File: config.mk
export PLATFORM = sky130hd
export DESIGN_NAME = lc3_kbd_rx_flat
export DESIGN_NICKNAME = d
export VERILOG_FILES = /design/src/rtl/lc3_pkg.sv /design/src/rtl/lc3_kbd_rx_if.sv /design/src/rtl/lc3_uart_rx.sv /design/src/rtl/lc3_kbd_rx.sv /design/src/flat_wrapper.sv
export SDC_FILE = /design/constraint.sdc
export NUM_CORES = 1
export LEC_CHECK = 0
export BUFFER_PORTS_ARGS = -buffer_cell sky130_fd_sc_hd__clkbuf_2
export CELL_PAD_IN_SITES_DETAIL_PLACEMENT = 1
export CELL_PAD_IN_SITES_GLOBAL_PLACEMENT = 1
export CORE_MARGIN = 3
export CORE_UTILIZATION = 39
export DETAILED_ROUTE_END_ITERATION = 8
export GPL_ROUTABILITY_DRIVEN = 0
export HOLD_SLACK_MARGIN = 0.08
export PLACE_DENSITY = 0.87
export SYNTH_ARGS = -nofsm -noshare
export SYNTH_HDL_FRONTEND = slang
export SYNTH_SLANG_ARGS = --single-unit
File: constraint.sdc
create_clock -name clk -period 2.25 [get_ports clk]
set_clock_uncertainty 0.1 [all_clocks]
set_input_delay 0.225 -clock clk [delete_from_list [all_inputs] [get_ports clk]]
set_output_delay 0.225 -clock clk [all_outputs]
set_load 0.005 [all_outputs]
File: src/rtl/lc3_pkg.sv
// Shared constants for the LC-3 keyboard receiver: bus addresses, KBSR bit positions, rx FSM states.
package lc3_pkg;

    localparam logic [15:0] KBSR_ADDR_DEF = 16'hFE00;
    localparam logic [15:0] KBDR_ADDR_DEF = 16'hFE02;

    localparam int KBSR_READY = 15;
    localparam int KBSR_IE    = 14;
    localparam int KBSR_FERR  = 13;
    localparam int KBSR_OVR   = 12;

    localparam int FIFO_DEPTH = 4;

    typedef enum logic [1:0] {
        IDLE,
        START,
        DATA,
        STOP
    } rx_state_t;

    function automatic logic [15:0] kbsr_word(input logic ready, input logic ie,
                                              input logic ferr, input logic ovr);
        logic [15:0] w;
        w             = '0;
        w[KBSR_READY] = ready;
        w[KBSR_IE]    = ie;
        w[KBSR_FERR]  = ferr;
        w[KBSR_OVR]   = ovr;
        return w;
    endfunction

endpackage

File: src/rtl/lc3_kbd_rx_if.sv
// LC-3 memory-mapped bus as seen by the keyboard device: address, strobes, write data and registered read data.
interface lc3_kbd_rx_if;
    logic [15:0] addr;
    logic        rd_en;
    logic        wr_en;
    logic [15:0] wr_data;
    logic [15:0] rd_data;

    modport master (output addr, output rd_en, output wr_en, output wr_data, input rd_data);
    modport slave  (input addr, input rd_en, input wr_en, input wr_data, output rd_data);
endinterface

File: src/rtl/lc3_uart_rx.sv
// 8N1 UART receiver: two-flop synchroniser, mid-bit sampling, one-cycle byte/frame-error pulses.
module lc3_uart_rx
    import lc3_pkg::*;
#(
    parameter int CLKS_PER_BIT = 868
) (
    input  logic       clk,
    input  logic       rst_n,
    input  logic       i_rx,
    output logic       o_byte_valid,
    output logic [7:0] o_byte,
    output logic       o_frame_err
);

    localparam int CNT_W = $clog2(CLKS_PER_BIT + 1);
    localparam logic [CNT_W-1:0] HALF    = CNT_W'(CLKS_PER_BIT / 2);
    localparam logic [CNT_W-1:0] FULL_M1 = CNT_W'(CLKS_PER_BIT - 1);

    logic             r_sync1;
    logic             r_sync2;
    logic             r_sync_d;
    rx_state_t        r_state;
    logic [CNT_W-1:0] r_cnt;
    logic [2:0]       r_bit;
    logic [7:0]       r_shift;

    logic w_fall;
    logic w_tick;

    assign w_fall = r_sync_d & ~r_sync2;
    assign w_tick = (r_cnt == '0);

    always_ff @(posedge clk or negedge rst_n) begin
        if (!rst_n) begin
            r_sync1      <= 1'b1;
            r_sync2      <= 1'b1;
            r_sync_d     <= 1'b1;
            r_state      <= IDLE;
            r_cnt        <= '0;
            r_bit        <= '0;
            r_shift      <= '0;
            o_byte_valid <= 1'b0;
            o_byte       <= '0;
            o_frame_err  <= 1'b0;
        end else begin
            r_sync1      <= i_rx;
            r_sync2      <= r_sync1;
            r_sync_d     <= r_sync2;
            o_byte_valid <= 1'b0;
            o_frame_err  <= 1'b0;
            if (!w_tick) begin
                r_cnt <= r_cnt - CNT_W'(1);
            end
            case (r_state)
                IDLE: begin
                    if (w_fall) begin
                        r_state <= START;
                        r_cnt   <= HALF;
                    end
                end
                START: begin
                    // A start bit that has gone high again by mid-bit was only a glitch
                    if (w_tick) begin
                        if (!r_sync2) begin
                            r_state <= DATA;
                            r_cnt   <= FULL_M1;
                            r_bit   <= '0;
                        end else begin
                            r_state <= IDLE;
                        end
                    end
                end
                DATA: begin
                    if (w_tick) begin
                        r_shift <= {r_sync2, r_shift[7:1]};
                        r_cnt   <= FULL_M1;
                        if (r_bit == 3'd7) begin
                            r_state <= STOP;
                        end else begin
                            r_bit <= r_bit + 3'd1;
                        end
                    end
                end
                STOP: begin
                    if (w_tick) begin
                        r_state <= IDLE;
                        if (r_sync2) begin
                            o_byte_valid <= 1'b1;
                            o_byte       <= r_shift;
                        end else begin
                            o_frame_err <= 1'b1;
                        end
                    end
                end
                default: r_state <= IDLE;
            endcase
        end
    end

endmodule

File: src/rtl/lc3_kbd_rx.sv
// LC-3 keyboard device: KBSR/KBDR registers, byte storage and interrupt on top of lc3_uart_rx.
// Define LC3_KBD_FIFO_EN for a 4-entry receive FIFO; otherwise a single holding register is used.
module lc3_kbd_rx
    import lc3_pkg::*;
#(
    parameter int          CLKS_PER_BIT = 868,
    parameter logic [15:0] KBSR_ADDR    = KBSR_ADDR_DEF,
    parameter logic [15:0] KBDR_ADDR    = KBDR_ADDR_DEF
) (
    input  logic        clk,
    input  logic        rst_n,
    input  logic        rx,
    lc3_kbd_rx_if.slave bus,
    output logic        kbd_irq
);

    logic       w_byte_valid;
    logic [7:0] w_byte;
    logic       w_frame_err;

    logic        w_kbsr_rd;
    logic        w_kbdr_rd;
    logic        w_kbsr_wr;
    logic        w_consume;
    logic        w_ready;
    logic [7:0]  w_head;
    logic        w_push;
    logic        w_drop;
    logic        w_unused_wr;

    logic        r_ie;
    logic        r_ferr;
    logic        r_ovr;
    logic        r_irq;
    logic [15:0] r_rd_data;

    lc3_uart_rx #(
        .CLKS_PER_BIT (CLKS_PER_BIT)
    ) u_rx (
        .clk          (clk),
        .rst_n        (rst_n),
        .i_rx         (rx),
        .o_byte_valid (w_byte_valid),
        .o_byte       (w_byte),
        .o_frame_err  (w_frame_err)
    );

    assign w_kbsr_rd   = bus.rd_en && (bus.addr == KBSR_ADDR);
    assign w_kbdr_rd   = bus.rd_en && (bus.addr == KBDR_ADDR);
    assign w_kbsr_wr   = bus.wr_en && (bus.addr == KBSR_ADDR);
    assign w_consume   = w_kbdr_rd && w_ready;
    assign w_drop      = w_byte_valid && !w_push;
    assign w_unused_wr = ^{bus.wr_data[15], bus.wr_data[11:0]};

`ifdef LC3_KBD_FIFO_EN
    localparam int PTR_W   = $clog2(FIFO_DEPTH);
    localparam int COUNT_W = $clog2(FIFO_DEPTH + 1);

    logic [7:0]         r_mem [FIFO_DEPTH];
    logic [PTR_W-1:0]   r_rd_ptr;
    logic [PTR_W-1:0]   r_wr_ptr;
    logic [COUNT_W-1:0] r_count;

    assign w_ready = (r_count != '0);
    // The slot just behind the read pointer still holds the most recently consumed byte
    assign w_head  = w_ready ? r_mem[r_rd_ptr] : r_mem[r_rd_ptr - PTR_W'(1)];
    assign w_push  = w_byte_valid && ((r_count != COUNT_W'(FIFO_DEPTH)) || w_consume);

    always_ff @(posedge clk or negedge rst_n) begin
        if (!rst_n) begin
            for (int i = 0; i < FIFO_DEPTH; i++) begin
                r_mem[i] <= '0;
            end
            r_rd_ptr <= '0;
            r_wr_ptr <= '0;
            r_count  <= '0;
        end else begin
            if (w_push) begin
                r_mem[r_wr_ptr] <= w_byte;
                r_wr_ptr        <= r_wr_ptr + PTR_W'(1);
            end
            if (w_consume) begin
                r_rd_ptr <= r_rd_ptr + PTR_W'(1);
            end
            case ({w_push, w_consume})
                2'b10:   r_count <= r_count + COUNT_W'(1);
                2'b01:   r_count <= r_count - COUNT_W'(1);
                default: r_count <= r_count;
            endcase
        end
    end
`else
    logic [7:0] r_data;
    logic       r_ready;

    assign w_ready = r_ready;
    assign w_head  = r_data;
    assign w_push  = w_byte_valid && (!r_ready || w_consume);

    always_ff @(posedge clk or negedge rst_n) begin
        if (!rst_n) begin
            r_data  <= '0;
            r_ready <= 1'b0;
        end else begin
            if (w_push) begin
                r_data  <= w_byte;
                r_ready <= 1'b1;
            end else if (w_consume) begin
                r_ready <= 1'b0;
            end
        end
    end
`endif

    // Read data is captured from pre-write state, so a same-cycle KBSR write is not visible yet
    always_ff @(posedge clk or negedge rst_n) begin
        if (!rst_n) begin
            r_ie      <= 1'b0;
            r_ferr    <= 1'b0;
            r_ovr     <= 1'b0;
            r_irq     <= 1'b0;
            r_rd_data <= '0;
        end else begin
            if (w_kbsr_wr) begin
                r_ie <= bus.wr_data[KBSR_IE];
            end
            r_ferr <= w_frame_err | (r_ferr & ~(w_kbsr_wr & bus.wr_data[KBSR_FERR]));
            r_ovr  <= w_drop      | (r_ovr  & ~(w_kbsr_wr & bus.wr_data[KBSR_OVR]));
            r_irq  <= w_ready & r_ie;
            if (w_kbsr_rd) begin
                r_rd_data <= kbsr_word(w_ready, r_ie, r_ferr, r_ovr);
            end else if (w_kbdr_rd) begin
                r_rd_data <= {8'h00, w_head};
            end else if (bus.rd_en) begin
                r_rd_data <= 16'h0000;
            end
        end
    end

    assign bus.rd_data = r_rd_data;
    assign kbd_irq     = r_irq;

endmodule

File: src/flat_wrapper.sv
// flat-port wrapper written by rule: the top's interface ports become plain ports
module lc3_kbd_rx_flat import lc3_pkg::*;
#(
    parameter int          CLKS_PER_BIT = 868,
    parameter logic [15:0] KBSR_ADDR    = KBSR_ADDR_DEF,
    parameter logic [15:0] KBDR_ADDR    = KBDR_ADDR_DEF
)
  (clk, rst_n, rx, kbd_irq, bus_addr, bus_rd_en, bus_wr_en, bus_wr_data, bus_rd_data);
  lc3_kbd_rx_if bus_i ();
  input  logic clk;
  input  logic rst_n;
  input  logic rx;
  output logic kbd_irq;
  input wire logic [$bits(bus_i.addr)-1:0] bus_addr;
  input wire logic [$bits(bus_i.rd_en)-1:0] bus_rd_en;
  input wire logic [$bits(bus_i.wr_en)-1:0] bus_wr_en;
  input wire logic [$bits(bus_i.wr_data)-1:0] bus_wr_data;
  output wire logic [$bits(bus_i.rd_data)-1:0] bus_rd_data;
  assign bus_i.addr = bus_addr;
  assign bus_i.rd_en = bus_rd_en;
  assign bus_i.wr_en = bus_wr_en;
  assign bus_i.wr_data = bus_wr_data;
  assign bus_rd_data = bus_i.rd_data;
  lc3_kbd_rx #(.CLKS_PER_BIT(CLKS_PER_BIT), .KBSR_ADDR(KBSR_ADDR), .KBDR_ADDR(KBDR_ADDR)) u_core (.clk(clk), .rst_n(rst_n), .rx(rx), .bus(bus_i), .kbd_irq(kbd_irq));
endmodule
After elaboration in Yosys (flattened, before gate mapping)
Cells that the tools add are included.
- register bits after elaboration: 65
- output and inout bits: 17
- word-level logic and storage cells: 90
- bits of input ports: 37
- mux-type cells: 29
- reductions and logical operators: 18
- eq/ne operators: 13
- add/sub/neg operators: 2
- bitwise operators: 11
- operator list (operator ; number):
    $mux W10 ; 5
    $mux W16 ; 3
    $eq A16 B16 Y1 const B ; 2
    $pmux W10 S3 ; 1
    $ne A2 B2 Y1 const B ; 7
    $mux W2 ; 6
    $mux W3 ; 4
    $logic_not A10 Y1 ; 1
    $reduce_and A5 Y1 ; 2
    $sub A10 B1 Y10 const B ; 1
    $mux W1 ; 8
    $pmux W2 S4 ; 1
    $and A1 B1 Y1 ; 6
    $logic_and A1 B1 Y1 ; 6
    $pmux W3 S2 ; 1
    $eq A2 B2 Y1 const B ; 2
    $reduce_bool A2 Y1 ; 2
    $add A3 B1 Y3 const B ; 1
    $eq A3 B3 Y1 const B ; 1
    $not A1 Y1 ; 3
    $reduce_and A3 Y1 ; 1
    $reduce_bool A3 Y1 ; 1
    $eq A2 B1 Y1 const B ; 1
    $logic_not A1 Y1 ; 2
    4 further kinds ; 5

Longest topological paths before layout
Gate-level depths: netlist (run 1).
- word-level depth: 8
- gate-level depth with buffers: 10
- gate-level depth less buffers: 10

Modules after synthesis
Synthesis (run 1) repeated with hierarchy kept, for this count alone.
- cells, all modules: 262
- area, all modules: 2962.8 um2
- by module, submodules not included (module ; area an instance (um2) ; cells an instance ; times used ; seq. area each (um2)):
    lc3_uart_rx ; 1705.4 ; 140 ; 1 ; 904.6
    lc3_kbd_rx ; 1257.5 ; 122 ; 1 ; 625.6

Worst setup path before layout (run 1)
OpenSTA, ideal clock, no wires.
- kind: flip-flop to flip-flop
- start: register u_core.u_rx.r_cnt[0]
- end: register u_core.u_rx.r_cnt[0]
- path slack: 85 ps
- arrival: 1935 ps
- stages on the path, launching flop included: 11
- setup time: 130 ps
- required time: 2020 ps
- buffers on the path: 0
- path through: dfrtp_1 > inv_1 > ha_1 > nor3b_1 > and3_1 > inv_1 > ha_1 > nand2_1 > o21ai_0 > a32oi_1 > o21ai_0
- longest elaborated chain between the ends: 5
- RTL lines (item ; RTL line ; text):
    from (decl) ; lc3_uart_rx.sv:23 ; logic [CNT_W-1:0] r_cnt;
    from (signal assigned) ; lc3_uart_rx.sv:52 ; r_cnt <= r_cnt - CNT_W'(1);
    $sub A10 B1 Y10 / $logic_not A10 Y1 (equally long branches) ; lc3_uart_rx.sv:52, lc3_uart_rx.sv:31 ;
    $mux W10 ; lc3_uart_rx.sv:51 ; if (!w_tick) begin
    $mux W10 ; lc3_uart_rx.sv:64 ; if (!r_sync2) begin
    $mux W10 ; lc3_uart_rx.sv:63 ; if (w_tick) begin
    $pmux W10 S3 (*) ; lc3_uart_rx.sv:54 ; case (r_state)
Mark *: on every way between the ends. The rest lies on a longest branch, timed or not.
A chain may end at the register's enable or synchronous reset.

Worst setup path in the final report (run 1)
Same ends and word-level chain as after synthesis.

==> impl_metrics.csv, run 1 <==
group,metric,value,unit
run_status,status,"finished, final reports clean",
clock_network,cts_made_buffers,9,
power_and_ir_drop,p_clk_share,33.8,%
setup_path,cpLargestDelayFamily,"adder cells",
power_and_ir_drop,leakagePower,1.602,nW
clock_network,ctsRootBufferMaster,"clkbuf_8",
sta,setup_slack,83.43,ps
logic_synthesis,synth_top_area_cell,"dfrtp_1",
sta,setup_tns,0,ps
setup_path,crit_path_cell_trace,"inv_1 -> ha_1 -> nor3b_2 -> buf_4 -> and3_1 -> inv_1 -> ha_1 -> nand2_1 -> o21ai_0 -> a32oi_1 -> o21ai_1",
clock_network,clk_latency,340,ps
power_and_ir_drop,internal-power,1.998,mW
logic_synthesis,synth_largest_type_area_fraction,51.10,%
setup_path,worstSetupPathType,"flop to flop",
clock_network,cts.path.max_buffers,2,
run,drv_cap,0,
logic_synthesis,synth_edf_count,0,
power_and_ir_drop,p_sw_share,30.69,%
grt,grt_pass1_vias,2370,
finish,antennaDiodeCount,0,
sta,relSlewSlack,49.68,%
finish,layout.nets,347,
die,die_w,91.34,µm
routing,wl_per_cell,15.90,µm
setup_path,cp-start-kind,"flop",
setup_path,cp.required,2370,ps
die,die_area,8343,µm²
sta,rsz0062_at_grt,"true",
logic_synthesis,syn_area_per_cell,11.32,µm²
setup_path,cp.depth,11,
setup_path,worstPathMaxFanout,4,
sta,final-hold-violation-count,0,
die,rows,30,
setup_path,slowest_stage,"dfrtp_1",
hold_path,hp-class,"primary input to flop",
power_and_ir_drop,vdd_drop_max,0.5645,mV
routing,drtAntennaViolNets,0,
grt,overflow,0,
die,fp.dieH,91.34,µm
grt,grt_usage,16.99,%
placed_design,post-place-ws,49.66,ps
sta,fmax,461.6,MHz
die,coreArea,6944,µm²
routing,num_vias,2202,
sta,setup_viol,0,
hold_path,hold_depth,3,
routing,dr.pass1.iters,4,
routing,routed_wirelength,6.472,mm
logic_synthesis,ys_types,48,
placed_design,place_area,3188,µm²
setup_path,cp.arrival,2290,ps
logic_synthesis,ys_warn_count,0,
clock_network,cts.sinks,61,
logic_synthesis,synthArstFlopShare,100.0,%
placed_design,hpwlAfterDp,4.554,mm
setup_path,ff2ff_path_depth,11,
finish,fin_cells,407,
routing,viasPerCell,5.410,
logic_synthesis,synth_area_leaders,"dfrtp_1, mux2_2, a22o_1",
sta,worst_pin_slew,754.8,ps
clock_network,clk_pin_slew,70,ps
routing,drt_iter0_drc,69,
finish,drive_gt1_share,31.83,%
die,pin_count,54,
logic_synthesis,synthCells,251,
logic_synthesis,syn-cell-area,2840,µm²
logic_synthesis,synth_seq_cells,61,
finish,final_common_cell,"dfrtp_1",
power_and_ir_drop,combPwrFrac,19.4,%
finish,fin_area,3445,µm²
logic_synthesis,synthFlopType,"dfrtp_1",
power_and_ir_drop,powerDensity,836.9,nW/µm²
logic_synthesis,synth_seq_area_share,53.88,%
grt,grt_pass1_wl,11.34,mm
sta,period_share,96.29,%
sta,period_needed,2167,ps
setup_path,max_stage_delay,380,ps
setup_path,path_buf_inv,3,
placed_design,port_buffers,36,
finish,syn2layout_area_growth,21.28,%
clock_network,cts_tree,"built",
die,start_util,40.90,%
routing,drcViolationCount,0,
clock_network,htreeDepth,3,
placed_design,dp.cells,387,
grt,grt_max_degree,62,
power_and_ir_drop,p_sw,0.8846,mW
grt,antenna_found_initial,0,
power_and_ir_drop,seqPwrFrac,46.8,%
finish,final_cell_mix,"dfrtp_1, clkbuf_2, mux2_2",
sta,drv_slew,0,
setup_path,end_kind,"flop",
==> layout make-up <==
cell class,count,area (µm²)
multi-input combinational,170,1214
timing repair buffer,58,359.1
sequential,61,1530
clock buffer,9,123.9
fill,767,3500
tap,96,120.1
clock inverter,7,75.07
inverter,6,22.52
==> kinds of logic after synthesis <==
| kind of cell | after synthesis | share of synthesized area (%) |
|---|---|---|
| multiplexers | 20 | 7.841 |
| adder cells (fa/ha/maj) | 4 | 1.762 |
| buffers and inverters | 23 | 4.273 |
| AND/OR/NAND/NOR | 83 | 17.31 |
| AO/OA/AOI/OAI | 58 | 14.49 |
| flip-flops | 61 | 53.88 |
| XOR/XNOR | 1 | 0.3084 |
| other | 1 | 0.1320 |
==> worst register-to-register path, cell delays in order (launching register included) <==
cell     delay (ps)
dfrtp_1         380
inv_1            90
ha_1            170
nor3b_2         160
buf_4           140
and3_1          180
inv_1            60
ha_1            330
nand2_1          80
o21ai_0          90
a32oi_1         190
o21ai_1         100
==> cells in the mapped netlist (2+ instances only) <==
| master | instances |
|---|---|
| buf_4 | 4 |
| ha_1 | 4 |
| nand4b_1 | 2 |
| nor2_1 | 8 |
| and2_1 | 4 |
| inv_1 | 6 |
| mux2_2 | 18 |
| a21oi_1 | 13 |
| a32o_1 | 3 |
| dfrtp_1 | 58 |
| clkbuf_1 | 9 |
| nand2b_1 | 5 |
| nor3_1 | 7 |
| mux2i_1 | 2 |
| o21a_1 | 2 |
| dfstp_2 | 3 |
| nor4_1 | 2 |
| o211ai_1 | 8 |
| nor3b_1 | 3 |
| nand2_1 | 17 |
| a21o_1 | 3 |
| o21ai_0 | 8 |
| nand4_1 | 8 |
| nand3_1 | 5 |
| a211oi_1 | 3 |
| a22o_1 | 12 |
| nor2b_1 | 9 |
| or4_1 | 4 |
| or3_1 | 2 |
==> routing by layer <==
metal | up-vias | wire, µm | part of all wire [%] | global-route usage, %
li1 | 1029 | - | - | -
met1 | 1123 | 2629 | 41 | 19.27
met2 | 38 | 3468 | 54 | 30.41
met3 | 12 | 241 | 3.7 | 4.805
met4 | 0 | 133 | 2.1 | 5.905
met5 | - | 0 | 0 | 0
==> sequential cells by signal (all words and copies together) (netlist names), 3 cells and up, named ones only <==
name	count
u_core.bus.rd_data	12
u_core.u_rx.o_byte	8
u_core.u_rx.r_cnt	10
u_core.u_rx.r_bit	3
u_core.r_data	8
u_core.u_rx.r_shift	8
==> what timing repair did <==
| action | 4_1_cts | 5_1_grt |
|---|---|---|
| pin swaps | 0 | 1 |
| gates resized for setup | 1 | 4 |
| hold buffers | 4 | 0 |
| cloned | 0 | 0 |
| setup endpoints to repair | 1 | 19 |
| hold endpoints to repair | 61 | 0 |
| setup buffers | 0 | 0 |
==> stage by stage <==
| stage | utilization, % | total power [mW] | hold slack (ps) |
|---|---|---|---|
| 2_1_floorplan | - | 1.673 | -170.6 |
| 3_3_place_gp | 45.91 | 1.854 | 214.2 |
| 6_report | 49.60 | 2.883 | 93.73 |
| 4_1_cts | 49.42 | 2.896 | 88.30 |
| 5_1_grt | 49.60 | 3.060 | 94.86 |
| 3_5_place_dp | 45.91 | 1.902 | 216.6 |
==> path summary, 6_finish.rpt <==
path / startpoint / endpoint / slack, ps
setup / recovery: u_core.u_rx.r_cnt[0] / u_core.u_rx.r_cnt[0] / 80
hold / removal: bus_wr_en / u_core.r_ferr / 90
setup reg to reg: u_core.u_rx.r_cnt[0] / u_core.u_rx.r_cnt[0] / 80
hold reg to reg: u_core.u_rx.r_sync1 / u_core.u_rx.r_sync2 / 260
max in group asynchronous: rst_n / u_core.u_rx.r_shift[5] / 1060
min in group asynchronous: rst_n / u_core.bus.rd_data[4] / 500
==> power groups by stage <==
| stage | Clock, mW | Sequential (mW) | Combinational [mW] |
|---|---|---|---|
| 2_1_floorplan | 0 | 1.31 | 0.358 |
| 3_3_place_gp | 0 | 1.35 | 0.507 |
| 3_5_place_dp | 0 | 1.36 | 0.539 |
| 4_1_cts | 0.994 | 1.34 | 0.558 |
| 5_1_grt | 1.05 | 1.38 | 0.637 |
| 6_report | 0.974 | 1.35 | 0.560 |
Note: power is estimated with default switching activity, not from simulation.
==> inputs of run 2 (changes only) <==
Clock period 2.25 ns to 1.9 ns, I/O delays scaled along.
==> run 2 against run 1 <==
  * The flow now finishes with violations (negative setup slack)
  * First-iteration DRC count is 77% higher
  * Power up 42%
  * Hold slack better by 110 ps
  * Critical endpoint is now u_core.u_rx.r_shift[2]
  * Cell count is 7.9% higher
  * Die area did not move
  * Sequential share of layout area shrank 4.7 points
  * Register-to-register slack got worse by 310 ps
  * Combinational power rose by 140%
  * Clock power up 17%
  * Sequential cell count is the same
  * Largest power group unchanged
==> impl_metrics.csv, run 2 (same netlist as run 1, synthesis figures left out) <==
group,metric,value,unit
sta,drv_slew,0,
power_and_ir_drop,vdd_drop_max,0.7419,mV
die,pin_count,54,
power_and_ir_drop,leakagePower,1.771,nW
clock_network,clk_latency,350,ps
die,rows,30,
placed_design,dp.cells,401,
finish,syn2layout_area_growth,35.81,%
grt,overflow,0,
run_status,violations,"negative setup slack",
setup_path,slowest_stage,"or4_4",
sta,period_share,111.7,%
grt,antenna_found_initial,0,
setup_path,cp.required,2030,ps
routing,dr.pass1.iters,4,
setup_path,reg2reg_from,"u_core.u_rx.r_cnt[0]",
run_status,status,"finished with violations",
finish,antennaDiodeCount,0,
clock_network,clk_pin_slew,70,ps
routing,viasPerCell,5.597,
finish,multi_input_area,1368,µm²
grt,grt_pass1_vias,2697,
finish,layout.nets,379,
routing,wl_per_cell,19.90,µm
finish,num-fill-cells,749,
sta,setup_tns,-2628,ps
hold_path,hp-start,"bus_rd_en",
clock_network,htreeDepth,3,
finish,seq_area,1533,µm²
setup_path,r2r-end,"u_core.u_rx.r_shift[2]",
power_and_ir_drop,powerDensity,1059,nW/µm²
placed_design,hpwlAfterDp,5.076,mm
routing,drcViolationCount,0,
die,die_w,91.34,µm
setup_path,path_buf_inv,2,
routing,drtAntennaViolNets,0,
hold_path,hp-class,"primary input to flop",
sta,final-hold-violation-count,0,
setup_path,ff2ff_path_depth,7,
sta,fmax,471.1,MHz
routing,drt_iter0_drc,122,
routing,num_vias,2457,
die,die_area,8343,µm²
setup_path,worstPathMaxFanout,8,
grt,grt_max_degree,42,
setup_path,crit_path_cell_trace,"inv_2 -> ha_4 -> nor3b_4 -> nand2_1 -> or4_4 -> buf_6 -> mux2_2",
setup_path,cp-start-kind,"flop",
sta,worst_pin_slew,1080,ps
finish,largest_reg_flops,12,
sta,rsz0062_at_grt,"true",
clock_network,cts_made_buffers,9,
setup_path,end_kind,"flop",
sta,setup_viol,20,
hold_path,hold_depth,3,
sta,period_needed,2123,ps
clock_network,cts.path.max_buffers,2,
finish,final_util,55.55,%
clock_network,ctsRootBufferMaster,"clkbuf_8",
grt,grt_usage,21.18,%
run,drv_cap,0,
finish,final_common_cell,"dfrtp_1",
setup_path,worst-r2r-setup-slack,-220,ps
setup_path,worstSetupPathType,"flop to flop",
die,start_util,40.90,%
sta,relSlewSlack,27.44,%
setup_path,cp.arrival,2250,ps
die,fp.dieH,91.34,µm
finish,final_cell_mix,"dfrtp_1, buf_4, clkbuf_2",
clock_network,cts.sinks,61,
hold_path,holdPathEnd,"u_core.bus.rd_data[14]",
finish,fin_cells,439,
grt,grt_pass1_wl,13.81,mm
finish,drive_gt1_share,42.86,%
placed_design,port_buffers,36,
clock_network,cts_tree,"built",
routing,routed_wirelength,8.736,mm
setup_path,cp.depth,7,
sta,setup_slack,-222.6,ps
setup_path,max_stage_delay,450,ps
setup_path,cpLargestDelayFamily,"simple AND/OR/NAND/NOR gates",
die,coreArea,6944,µm²
## run 2: worst reg2reg max path: cells and delay by family (launching register included)
kind          cells  cell delay (ps)
buf+inv           2              240
flops             1              390
fa+ha+maj         1              150
mux               1              280
simple gates      3              840
## run 2: final cells by class
type | instances | share of cell area, %
clock buffers | 12 | 3.503
clock inverters | 4 | 1.330
inverters | 6 | 0.6487
multi-input cells | 171 | 35.45
flip-flops and latches | 61 | 39.73
well taps | 96 | 3.114
repair buffers | 89 | 16.22
## run 2: power breakdown
group	internal, mW	switching [mW]	total, mW
sequential	1.43	0.187	1.62
combinational	0.677	0.647	1.32
clock	0.607	0.535	1.14
total	2.71	1.37	4.08
## run 2: how the worst max path moves through the flow
stage	from	end	slack, ps
floorplan	u_core.u_rx.r_cnt[0]	u_core.u_rx.r_shift[0]	-110
global placement	u_core.u_rx.r_cnt[5]	u_core.u_rx.r_cnt[0]	-130
detailed placement	u_core.u_rx.r_cnt[5]	u_core.u_rx.r_cnt[0]	-230
CTS	u_core.u_rx.r_cnt[0]	u_core.u_rx.r_shift[3]	-130
global route	u_core.u_rx.r_cnt[0]	u_core.u_rx.r_shift[2]	-300
finish	u_core.u_rx.r_cnt[0]	u_core.u_rx.r_shift[2]	-220
## run 2: per-layer routing
layer	GRT usage, %	vias to the layer above	wire, µm
met2	37.77	85	4520
met1	23.14	1242	3447
met4	9.171	0	371
met3	6.379	32	398
met5	0	-	0
li1	-	1098	-
## run 2: per-stage QoR
stage / worst slack, ps / instance area [µm²] / hold slack, ps / total power [mW]
floorplan: -109.3 / 2947 / -205.6 / 2.091
global placement: -132.6 / 3385 / 95.08 / 2.449
detailed placement: -229.1 / 3385 / 103.4 / 2.509
CTS: -134.4 / 3767 / 194.0 / 3.867
global route: -303.0 / 3857 / 249.5 / 4.285
finish: -222.6 / 3857 / 201.6 / 4.084
## run 2: what timing repair did
item / in CTS / in global routing
buffers inserted: 8 / 7
endpoints found under the hold margin: 21 / 0
setup endpoints to repair: 22 / 29
hold buffers: 6 / 0
pin swaps: 5 / 6
cloned: 1 / 0
gates resized for setup: 15 / 9
==> inputs of run 3 (changes only) <==
Settings changed: SETUP_SLACK_MARGIN from default to 0.05.
==> run 3 against run 2 <==
  * The run still ends with negative setup slack left
  * Global-route usage decreased by 2.0 points
  * Clock power up 17%
  * Register-to-register slack better by 40 ps
  * Largest power group unchanged
  * Routed wire length is 10% lower
==> impl_metrics.csv, run 3 (same netlist as run 1, synthesis figures left out) <==
group,metric,value,unit
run_status,status,"finished with violations",
run_status,violations,"negative setup slack",
routing,wl_per_cell,17.89,µm
clock_network,clk_latency,340,ps
sta,relSlewSlack,50.91,%
routing,drt_iter0_drc,77,
hold_path,hold_depth,3,
setup_path,end_kind,"flop",
sta,fmax,480.9,MHz
die,rows,30,
die,die_area,8343,µm²
power_and_ir_drop,powerDensity,1078,nW/µm²
finish,final_cell_mix,"dfrtp_1, buf_4, clkbuf_2",
sta,final-hold-violation-count,0,
sta,drv_slew,0,
finish,syn2layout_area_growth,38.68,%
grt,grt_pass1_wl,12.71,mm
finish,layout.nets,378,
routing,num_vias,2380,
routing,viasPerCell,5.434,
clock_network,ctsRootBufferMaster,"clkbuf_8",
sta,period_share,109.4,%
sta,period_needed,2080,ps
finish,fin_cells,438,
power_and_ir_drop,vdd_drop_max,0.7771,mV
die,start_util,40.90,%
die,coreArea,6944,µm²
hold_path,hp-class,"primary input to flop",
sta,setup_slack,-179.5,ps
placed_design,post-place-ws,-166.5,ps
placed_design,dp.cells,398,
grt,overflow,0,
grt,grt_pass1_vias,2623,
grt,grt_usage,19.20,%
clock_network,htreeDepth,3,
power_and_ir_drop,leakagePower,1.800,nW
sta,rsz0062_at_grt,"true",
clock_network,cts_made_buffers,9,
finish,final_common_cell,"dfrtp_1",
finish,final_util,56.72,%
placed_design,hpwlAfterDp,4.907,mm
die,pin_count,54,
finish,antennaDiodeCount,0,
grt,grt_max_degree,62,
routing,drcViolationCount,0,
sta,worst_pin_slew,728.7,ps
finish,num-fill-cells,745,
die,fp.dieH,91.34,µm
finish,drive_gt1_share,45.32,%
finish,largest_reg_flops,12,
power_and_ir_drop,p_total,4.244,mW
setup_path,worstSetupPathType,"flop to flop",
placed_design,port_buffers,36,
grt,antenna_found_initial,0,
clock_network,cts.sinks,61,
clock_network,cts.path.max_buffers,2,
setup_path,cp.required,2010,ps
clock_network,clk_pin_slew,70,ps
routing,routed_wirelength,7.837,mm
setup_path,cp-start-kind,"flop",
run,drv_cap,0,
die,die_w,91.34,µm
setup_path,worstPathMaxFanout,4,
setup_path,ff2ff_path_depth,8,
setup_path,cp.arrival,2190,ps
setup_path,worst-r2r-setup-slack,-180,ps
routing,dr.pass1.iters,4,
sta,setup_viol,19,
routing,drtAntennaViolNets,0,
clock_network,cts_tree,"built",
-- run 3: report_power, final --
group          leakage [nW]  total [mW]  switching [mW]  internal [mW]
Sequential            0.774        1.62           0.190           1.43
Combinational         0.909        1.30           0.625          0.674
Clock                 0.116        1.33           0.517          0.812
Total                  1.80        4.24            1.33           2.91
-- run 3: critical path: stages (launching register included) --
cell      delay [ps]
dfrtp_1          430
nor4_4           320
buf_4            170
and3_4           210
inv_4             50
ha_4             230
nand2b_4         150
mux2i_1          190
o21ai_1          100
-- run 3: worst paths after layout --
check	startpoint	to
max in group asynchronous	rst_n	u_core.u_rx.r_sync1
min	bus_rd_en	u_core.bus.rd_data[15]
max reg2reg	u_core.u_rx.r_cnt[4]	u_core.u_rx.r_cnt[0]
min reg2reg	u_core.u_rx.r_sync1	u_core.u_rx.r_sync2
max	u_core.u_rx.r_cnt[4]	u_core.u_rx.r_cnt[0]
min in group asynchronous	rst_n	u_core.bus.rd_data[1]
-- run 3: stage by stage --
stage	cell area (µm²)	TNS (ps)	hold slack [ps]
final	3939	-1853	210.2
after global routing	3939	-3260	215.4
after CTS	3820	-1029	190.8
after detailed placement	3364	-1724	132.7
after global placement	3364	-963.4	124.4
after floorplan	2950	-1594	-205.6
-- run 3: what timing repair did --
item                                   4_1_cts  5_1_grt
endpoints found under the hold margin       65        0
setup endpoints to repair                   25       26
pin swaps                                    8       11
gates resized for setup                     14       20
gates cloned                                 1        0
hold buffers                                 6        0
buffers inserted                            14        9
-- run 3: layout make-up --
cell class,instances,area (µm²),share of cell area (%)
inverter,6,25.02,0.6353
tap,96,120.1,3.050
clock inverter,5,81.33,2.065
timing repair buffer,88,620.6,15.76
multi-input combinational,171,1410,35.80
clock buffer,11,151.4,3.844
sequential,61,1530,38.85
-- run 3: per-layer routing --
layer	routed length (µm)	track usage (%)
met1	3107	21.15
met2	4257	35.32
met3	309	5.468
met4	162	6.156
met5	0	0
